$ cat src/rtl/speed_scheduler.sv
// -----------------------------------------------------------------------------
// speed_scheduler
//
// Game-flow controller. A four-state FSM (IDLE, RUN, PAUSE, OVER) gates a
// seconds counter and a game-tick counter. The game-tick period shrinks as
// elapsed seconds grow, down to a floor, so the game speeds up over time.
//
// Optional feature macro:
//   SPEEDUP_EN  - when defined, the tick period follows
//                 TICK_BASE - TICK_STEP*sec, clamped to TICK_MIN.
//                 When undefined, the period stays at TICK_BASE and no
//                 multiplier is built.
//
// Parameters:
//   SEC_DIV    clk cycles per game second
//   TICK_BASE  game-tick period in cycles at sec = 0
//   TICK_STEP  period reduction per elapsed second
//   TICK_MIN   period floor in cycles
//
// Ports:
//   clk        system clock, all logic on posedge
//   rst        asynchronous active-low reset
//   start      one-cycle request: begin / restart a game (IDLE or OVER -> RUN)
//   pause      one-cycle request: toggle RUN <-> PAUSE
//   game_over  one-cycle request: RUN or PAUSE -> OVER
//   state      current state: IDLE=0, RUN=1, PAUSE=2, OVER=3
//   sec        elapsed RUN seconds, saturating at 2047
//   sec_tick   one-cycle pulse when sec increments
//   game_tick  one-cycle pulse per game-tick period
//   period     game-tick period currently in use
//
// Request priority when several arrive together: game_over > pause > start.
// Both pulses are registered on the edge where their counter wraps, so they
// are visible in the cycle after the last count of the period.
// -----------------------------------------------------------------------------
module speed_scheduler #(
    parameter int SEC_DIV   = 100000000,
    parameter int TICK_BASE = 1000000,
    parameter int TICK_STEP = 5000,
    parameter int TICK_MIN  = 100000
) (
    input  logic        clk,
    input  logic        rst,
    input  logic        start,
    input  logic        pause,
    input  logic        game_over,
    output logic [1:0]  state,
    output logic [10:0] sec,
    output logic        sec_tick,
    output logic        game_tick,
    output logic [31:0] period
);

    typedef enum logic [1:0] {
        ST_IDLE  = 2'd0,
        ST_RUN   = 2'd1,
        ST_PAUSE = 2'd2,
        ST_OVER  = 2'd3
    } state_t;

    localparam logic [31:0] SEC_LAST = 32'(SEC_DIV - 1);
    localparam logic [31:0] BASE     = 32'(TICK_BASE);
    localparam logic [10:0] SEC_MAX  = 11'd2047;

    state_t      state_q;
    state_t      state_d;
    logic [31:0] sec_cnt_q;
    logic [31:0] tick_cnt_q;
    logic [10:0] sec_q;
    logic [31:0] period_q;
    logic        sec_tick_q;
    logic        game_tick_q;

    logic        restart;
    logic        advance;
    logic        sec_wrap;
    logic        tick_wrap;
    logic [31:0] target;

    // -------------------------------------------------------------------------
    // Next-state logic
    // -------------------------------------------------------------------------
    always_comb begin
        // NOTE: every always_comb output gets a default first so no path can
        // leave it unassigned and infer a latch.
        state_d = state_q;
        case (state_q)
            ST_IDLE: begin
                if (start) state_d = ST_RUN;
            end
            ST_RUN: begin
                if (game_over)  state_d = ST_OVER;
                else if (pause) state_d = ST_PAUSE;
            end
            ST_PAUSE: begin
                if (game_over)  state_d = ST_OVER;
                else if (pause) state_d = ST_RUN;
            end
            ST_OVER: begin
                if (start) state_d = ST_RUN;
            end
            default: state_d = ST_IDLE;
        endcase
    end

    // NOTE: sequential state uses non-blocking assignments so every register
    // samples the pre-edge values of the others.
    always_ff @(posedge clk or negedge rst) begin
        if (!rst) state_q <= ST_IDLE;
        else      state_q <= state_d;
    end

    // -------------------------------------------------------------------------
    // Counter control
    // -------------------------------------------------------------------------
    // A fresh game starts from IDLE or OVER; resuming from PAUSE keeps counts.
    assign restart = ((state_q == ST_IDLE) || (state_q == ST_OVER)) && (state_d == ST_RUN);

    // Counters only move while RUN persists across the edge. The edge that
    // leaves RUN does not count, so a pause freezes the exact count shown and
    // no pulse can be registered into a non-RUN cycle.
    assign advance   = (state_q == ST_RUN) && (state_d == ST_RUN);
    assign sec_wrap  = advance && (sec_cnt_q == SEC_LAST);
    assign tick_wrap = advance && (tick_cnt_q == period_q - 32'd1);

    // -------------------------------------------------------------------------
    // Period target for the next tick
    // -------------------------------------------------------------------------
`ifdef SPEEDUP_EN
    localparam logic [31:0] STEP = 32'(TICK_STEP);
    localparam logic [31:0] MIN  = 32'(TICK_MIN);

    logic [31:0] step_x_sec;

    assign step_x_sec = STEP * {21'd0, sec_q};

    always_comb begin
        target = BASE - step_x_sec;
        if (step_x_sec >= BASE - MIN) target = MIN;
    end
`else
    assign target = BASE;
`endif

    // -------------------------------------------------------------------------
    // Datapath registers
    // -------------------------------------------------------------------------
    always_ff @(posedge clk or negedge rst) begin
        if (!rst) begin
            sec_cnt_q   <= '0;
            tick_cnt_q  <= '0;
            sec_q       <= '0;
            period_q    <= BASE;
            sec_tick_q  <= 1'b0;
            game_tick_q <= 1'b0;
        end else begin
            sec_tick_q  <= 1'b0;
            game_tick_q <= 1'b0;

            if (restart) begin
                // Target at sec = 0 is always TICK_BASE.
                sec_cnt_q  <= '0;
                tick_cnt_q <= '0;
                sec_q      <= '0;
                period_q   <= BASE;
            end else if (advance) begin
                if (sec_wrap) begin
                    sec_cnt_q <= '0;
                    if (sec_q != SEC_MAX) begin
                        sec_q      <= sec_q + 11'd1;
                        sec_tick_q <= 1'b1;
                    end
                end else begin
                    sec_cnt_q <= sec_cnt_q + 32'd1;
                end

                // The period only changes at a tick boundary, using the sec
                // value in force during the tick that is ending.
                if (tick_wrap) begin
                    tick_cnt_q  <= '0;
                    period_q    <= target;
                    game_tick_q <= 1'b1;
                end else begin
                    tick_cnt_q <= tick_cnt_q + 32'd1;
                end
            end
        end
    end

    assign state     = state_q;
    assign sec       = sec_q;
    assign sec_tick  = sec_tick_q;
    assign game_tick = game_tick_q;
    assign period    = period_q;

endmodule

$ cat config.mk
export PLATFORM = sky130hd
export DESIGN_NAME = speed_scheduler
export DESIGN_NICKNAME = d
export VERILOG_FILES = /design/src/rtl/speed_scheduler.sv
export SDC_FILE = /design/constraint.sdc
export NUM_CORES = 1
export LEC_CHECK = 0
export ABC_CLOCK_PERIOD_IN_PS = 2900
export BUFFER_PORTS_ARGS = -buffer_cell sky130_fd_sc_hd__buf_2
export CAP_MARGIN = 40
export CELL_PAD_IN_SITES_DETAIL_PLACEMENT = 1
export CELL_PAD_IN_SITES_GLOBAL_PLACEMENT = 1
export CORE_ASPECT_RATIO = 1.75
export CORE_MARGIN = 2
export CORE_UTILIZATION = 45
export DETAILED_ROUTE_END_ITERATION = 10
export HOLD_SLACK_MARGIN = 0.05
export PLACE_DENSITY = 0.84
export RECOVER_POWER = 50
export SLEW_MARGIN = 20
export SYNTH_ARGS = -nofsm -noshare
export SYNTH_HDL_FRONTEND = slang
export SYNTH_SLANG_ARGS = --single-unit
$ cat constraint.sdc
create_clock -name clk -period 2.9 [get_ports clk]
set_input_delay 0.58 -clock clk [delete_from_list [all_inputs] [get_ports clk]]
set_output_delay 0.58 -clock clk [all_outputs]
set_load 0.03 [all_outputs]
# ---- Yosys cells after proc, flatten, opt, wreduce, memory -nomap -nowiden
# Index checks and enable logic that the tools add are counted.
dict set report op_classes {
  add_sub_neg 4
  multipliers 0
  div 0
  magnitude_cmp 0
  n_eq_ne 7
  shift 0
  mux 26
  bitwise_logic 0
  reduce_logical 13
}
# operator n
set op_table {}
lappend op_table {{two-way mux 32 bit} 9}
lappend op_table {{adder 32 x 1 -> 32 bit (second input constant)} 2}
lappend op_table {{two-way mux 11 bit} 4}
lappend op_table {{== test 32 x 27 -> 1 bit (second input constant)} 1}
lappend op_table {{== test 32 bit} 1}
lappend op_table {{subtractor 32 x 1 -> 32 bit (second input constant)} 1}
lappend op_table {{adder 11 x 1 -> 11 bit (second input constant)} 1}
lappend op_table {{inequality test 11 bit (second input constant)} 1}
lappend op_table {{two-way mux 2 bit} 5}
lappend op_table {{nonzero test 2 bit} 4}
lappend op_table {{two-way mux 1 bit} 7}
lappend op_table {{one-hot mux 2 bit (3 select lines)} 1}
lappend op_table {{== test 2 x 1 -> 1 bit (second input constant)} 2}
lappend op_table {{== test 2 bit (second input constant)} 2}
lappend op_table {{logical AND 1 bit} 4}
lappend op_table {{AND reduction 3 bit} 1}
lappend op_table {{logical NOT 2 bit} 1}
lappend op_table {{AND reduction 2 bit} 1}
lappend op_table {{OR reduction 2 bit} 1}
lappend op_table {{logical OR 1 bit} 1}
dict set report totals {
  reg_bits 111
  latch_bits 0
  ramBits 0
  romBits 0
  input_bits 5
  out_inout_bits 47
  memories 0
}

# ---- Longest topological paths before layout
dict set report logic_depth {
  ltp_word 9
  depth_mapped 11
  mapped_depth_nobuf 7
}

# ---- Worst setup path after synthesis
# Ideal clock, no wire load.
dict set report synth_path {
  path_type {register -> register}
  start {reg state_q[0] (netlist: state[0])}
  end {reg tick_cnt_q[16]}
  setup_time_ps 78
  arrival_ps 2515
  path_slack_ps 307
  stages_incl_launch_ff 9
  synth_period_minus_slack_ps 2593
  path_cell_list {dfrtp_1 > inv_1 > ha_1 > nor2b_1 > o21ai_0 > nand4b_2 > clkbuf_2 > or4_1 > a21oi_1}
}
dict set report synth_between {
  elab_chain_cells 9
  word_cells_on_any_way 20
  classes_between {eq/ne (4); mux (9); reduce/logical (7)}
}
# item line
set synth_lines {}
lappend synth_lines {{start, declared} 65} ;# state_t state_q;
lappend synth_lines {{start signal, assigned} 110} ;# else state_q <= state_d;
lappend synth_lines {{== test 2 bit (tied with other cells)} {87, 117}}
lappend synth_lines {{OR reduction 2 bit (no source line) (tied with other cells)} --}
lappend synth_lines {{one-hot mux 2 bit (3 select lines)} 87} ;# case (state_q)
lappend synth_lines {{== test 2 x 1 -> 1 bit} {117, 122}}
lappend synth_lines {{logical AND 1 bit} 122} ;# assign advance = (state_q == ST_RUN) && (state_d == ST_RUN);
lappend synth_lines {{logical AND 1 bit} 124} ;# assign tick_wrap = advance && (tick_cnt_q == period_q - 32'd1);
lappend synth_lines {{two-way mux 32 bit} 179} ;# if (tick_wrap) begin
lappend synth_lines {{two-way mux 32 bit} 166} ;# end else if (advance) begin
lappend synth_lines {{two-way mux 32 bit} 160} ;# if (restart) begin
lappend synth_lines {{end signal, assigned} 184} ;# tick_cnt_q <= tick_cnt_q + 32'd1;
lappend synth_lines {{end, declared} 68} ;# logic [31:0] tick_cnt_q;
# Several ways; a longest one is shown, not always the timed one. The select of a mux whose other input is x is not followed.
# A chain may end at the register's enable or synchronous reset.

# ---- Final worst setup path
# Ends and elaborated chain as after synthesis.

==> impl_results.md <==
* Run status: finished with violations
* Failing checks: max-capacitance violations, max-slew violations
* Half-perimeter wire length after placement at approximately 9200 um
* Pre-CTS setup slack at 126 ps
* Non-Filler Instances at 678
* Tcrit/Tclk final at 0.954
* P_leak at 0.00204 uW
* Critical path startpoint category: register
* Core Region at 10200 um2
* DRC viols at 0
* Period minus WS final at 2770 ps
* Max Clk Rate at 361 MHz
* Max transition margin at -0.595
* Vias in the first global route at 4448
* Htree depth at 3
* N_diodes at 0
* Die Span X at 81.4 um
* CP endpoint kind: register
* P&R area growth vs syn at 7.95%
* Min Hold Slack at approximately 540 ps
* Post-DR vias/cell at 6.28
* GR Overflow Total at 0
* Worst EP arrival at 3030 ps
* Initial Util at 0.461
* Worst-margin pin slew at 2390 ps
* Max Cap Viol at 1
* Clk slew on worst S/H paths at 60 ps
* Final Worst Setup Slack at 133 ps
* Cells after Synth at 535
* Min-delay worst type: reg -> reg
* Skew final at 9.28 ps
* #FFs+latches synth at 79
* GR peak layer: met2
* Clock Latency Late Sink at around 340 ps
* Initial antenna violation count at 0
* Drt first pass iters at 4
* Synth warn at 0
* Cells on worst reg2reg path at 8
* Post-DRT Antenna Nets at 0
* Worst vdd ir at around 0.5 mV
* Crit Path Class: reg -> reg
* GP Congestion at 0.878
* Critical path fanouts, max at 80
* Die H at 139 um
* I/O Buffers at 19
* I/O Pins at 52
* Max Transition Viols Final at 42
* Top cells by area, synth: dfrtp_1 (42%), a21oi_1 (7.1%), buf_4 (5.1%), or3_1 (4.2%), o21ai_0 (4.1%)
* Post-CTS sizing at 0
* Seq/Total Area, Yosys at 0.419
* Pwr/cell area at 676 nW/um2
* # rows at 49
* Hold Buf Count CTS at 0
* Vias at 4261
* CTS tree: done
* Setup TNS at 0 ps
* Final Hold Vio Count at 0
* Met3 Resource Use GR at 0.0311
* Layout Nets at 557
* # setup viols final at 0
* Req. time, crit path at 3160 ps
* Leading area contributor after synthesis: dfrtp_1
* RSZ-0062 raised after global routing: false
* Die ar. at 11400 um2
* Pin count of the biggest net entering global routing at 81
* CTS root buffer: clkbuf_16
* Post-synth top area share at 0.419
* # placed instances at around 660
* Met1 Track Usage GR at 0.268
* FFs w/ async S/R, synth at 1.00
* Met2 Use GR at 0.443
* WHS Path Cells at 1
* First-iteration detailed-routing DRC count at about 280
* Syn Area/Cell at approximately 9 um2
* Clock Sinks at 79
* WL final at 12900 um
* Setup bufs post-CTS at 0
* Unique masters post-synth at 50
* Cell area after synthesis at 4720 um2
* CTS Buf Count at 9
* CTS max path bufs at 2
* First-pass GRT wire length at around 22000 um
* GRT Util Overall at 0.243
* Main synth FF type: dfrtp_1
* Post-synth EDFFs at 0
* Most numerous cell in the Yosys netlist: dfrtp_1
* Layout cells sized above 1 at 0.0889
* WL per Instance at 19.0 um
* Post-synth top cells: dfrtp_1 (79), a21oi_1 (67), nand2_1 (39), o21ai_0 (39)
==> where the power goes <==
part,total (uW),internal (uW),switching [uW]
registers,1190,1140,50.0
clock network,1010,572,443
logic,1250,310,935
total,3450,2020,1430
==> final timing paths <==
path	startpoint	endpoint	slack [ps]
setup / recovery	state[0]$_DFF_PN0_	tick_cnt_q[16]$_DFFE_PN0P_	130
hold / removal	tick_cnt_q[9]$_DFFE_PN0P_	tick_cnt_q[9]$_DFFE_PN0P_	540
setup reg to reg	state[0]$_DFF_PN0_	tick_cnt_q[16]$_DFFE_PN0P_	130
hold reg to reg	tick_cnt_q[9]$_DFFE_PN0P_	tick_cnt_q[9]$_DFFE_PN0P_	540
max in group asynchronous	rst	tick_cnt_q[13]$_DFFE_PN0P_	570
min in group asynchronous	rst	sec_cnt_q[22]$_DFFE_PN0P_	960
==> registers in the layout, indices dropped and copies added (netlist names) <==
signal	cells
sec_cnt_q	32
tick_cnt_q	32
sec	11
state	2
game_tick	1
sec_tick	1
==> routing by layer <==
metal  share of wire  vias to the layer above
met4           0.028                        0
met2            0.57                       68
met5               0                        -
li1                -                     1995
met1            0.38                     2172
met3           0.024                       26
==> stage by stage <==
stage	power [uW]	utilization	instance area [um2]
after global routing	3640	0.498	5090
after floorplan	2070	-	4830
after CTS	3470	0.499	5110
after detailed placement	2460	0.474	4850
after global placement	2410	0.472	4830
final	3450	0.498	5090
==> layout make-up <==
cell class	instances	area, um2
clock buffers	11	233
clock inverters	4	23.8
fillers	1241	5140
inverters	11	41.3
multi-input cells	417	2460
flip-flops and latches	79	1980
well taps	127	159
repair buffers	29	198
==> worst max-delay path, stage by stage (launching register included) <==
cell	delay, ps
dfrtp_1	450
inv_1	70
ha_1	370
nor2b_1	160
o21ai_0	430
nand4b_2	210
buf_12	240
or4_1	540
a21oi_1	190
==> cell families (layout without fill, tap and decap cells) <==
group	Yosys count	after routing	synth area share
AO/OA/AOI/OAI	141	141	0.171
XOR/XNOR	4	4	0.00742
adder cells (fa/ha/maj)	5	5	0.0133
buffers and inverters	69	55	0.0838
flip-flops	79	79	0.419
multiplexers	1	1	0.00212
other	2	32	0.00159
AND/OR/NAND/NOR	234	234	0.302
==> layout by cell type (no fill, tap or decap), drive strengths merged, types with 3 or more instances in the layout <==
cell,n
or3,35
nor4,9
inv,11
nor2b,3
o31ai,25
ha,5
o21ai,40
buf,21
nand2,39
clkinv,4
nand3b,4
or4,22
conb,32
nand3,27
nor3,9
and4,12
and2,3
nand4,30
and3,14
nor4b,5
nor2,15
dfrtp,79
a21oi,67
xor2,4
clkbuf,19
Note: power is estimated with default switching activity, not from simulation.
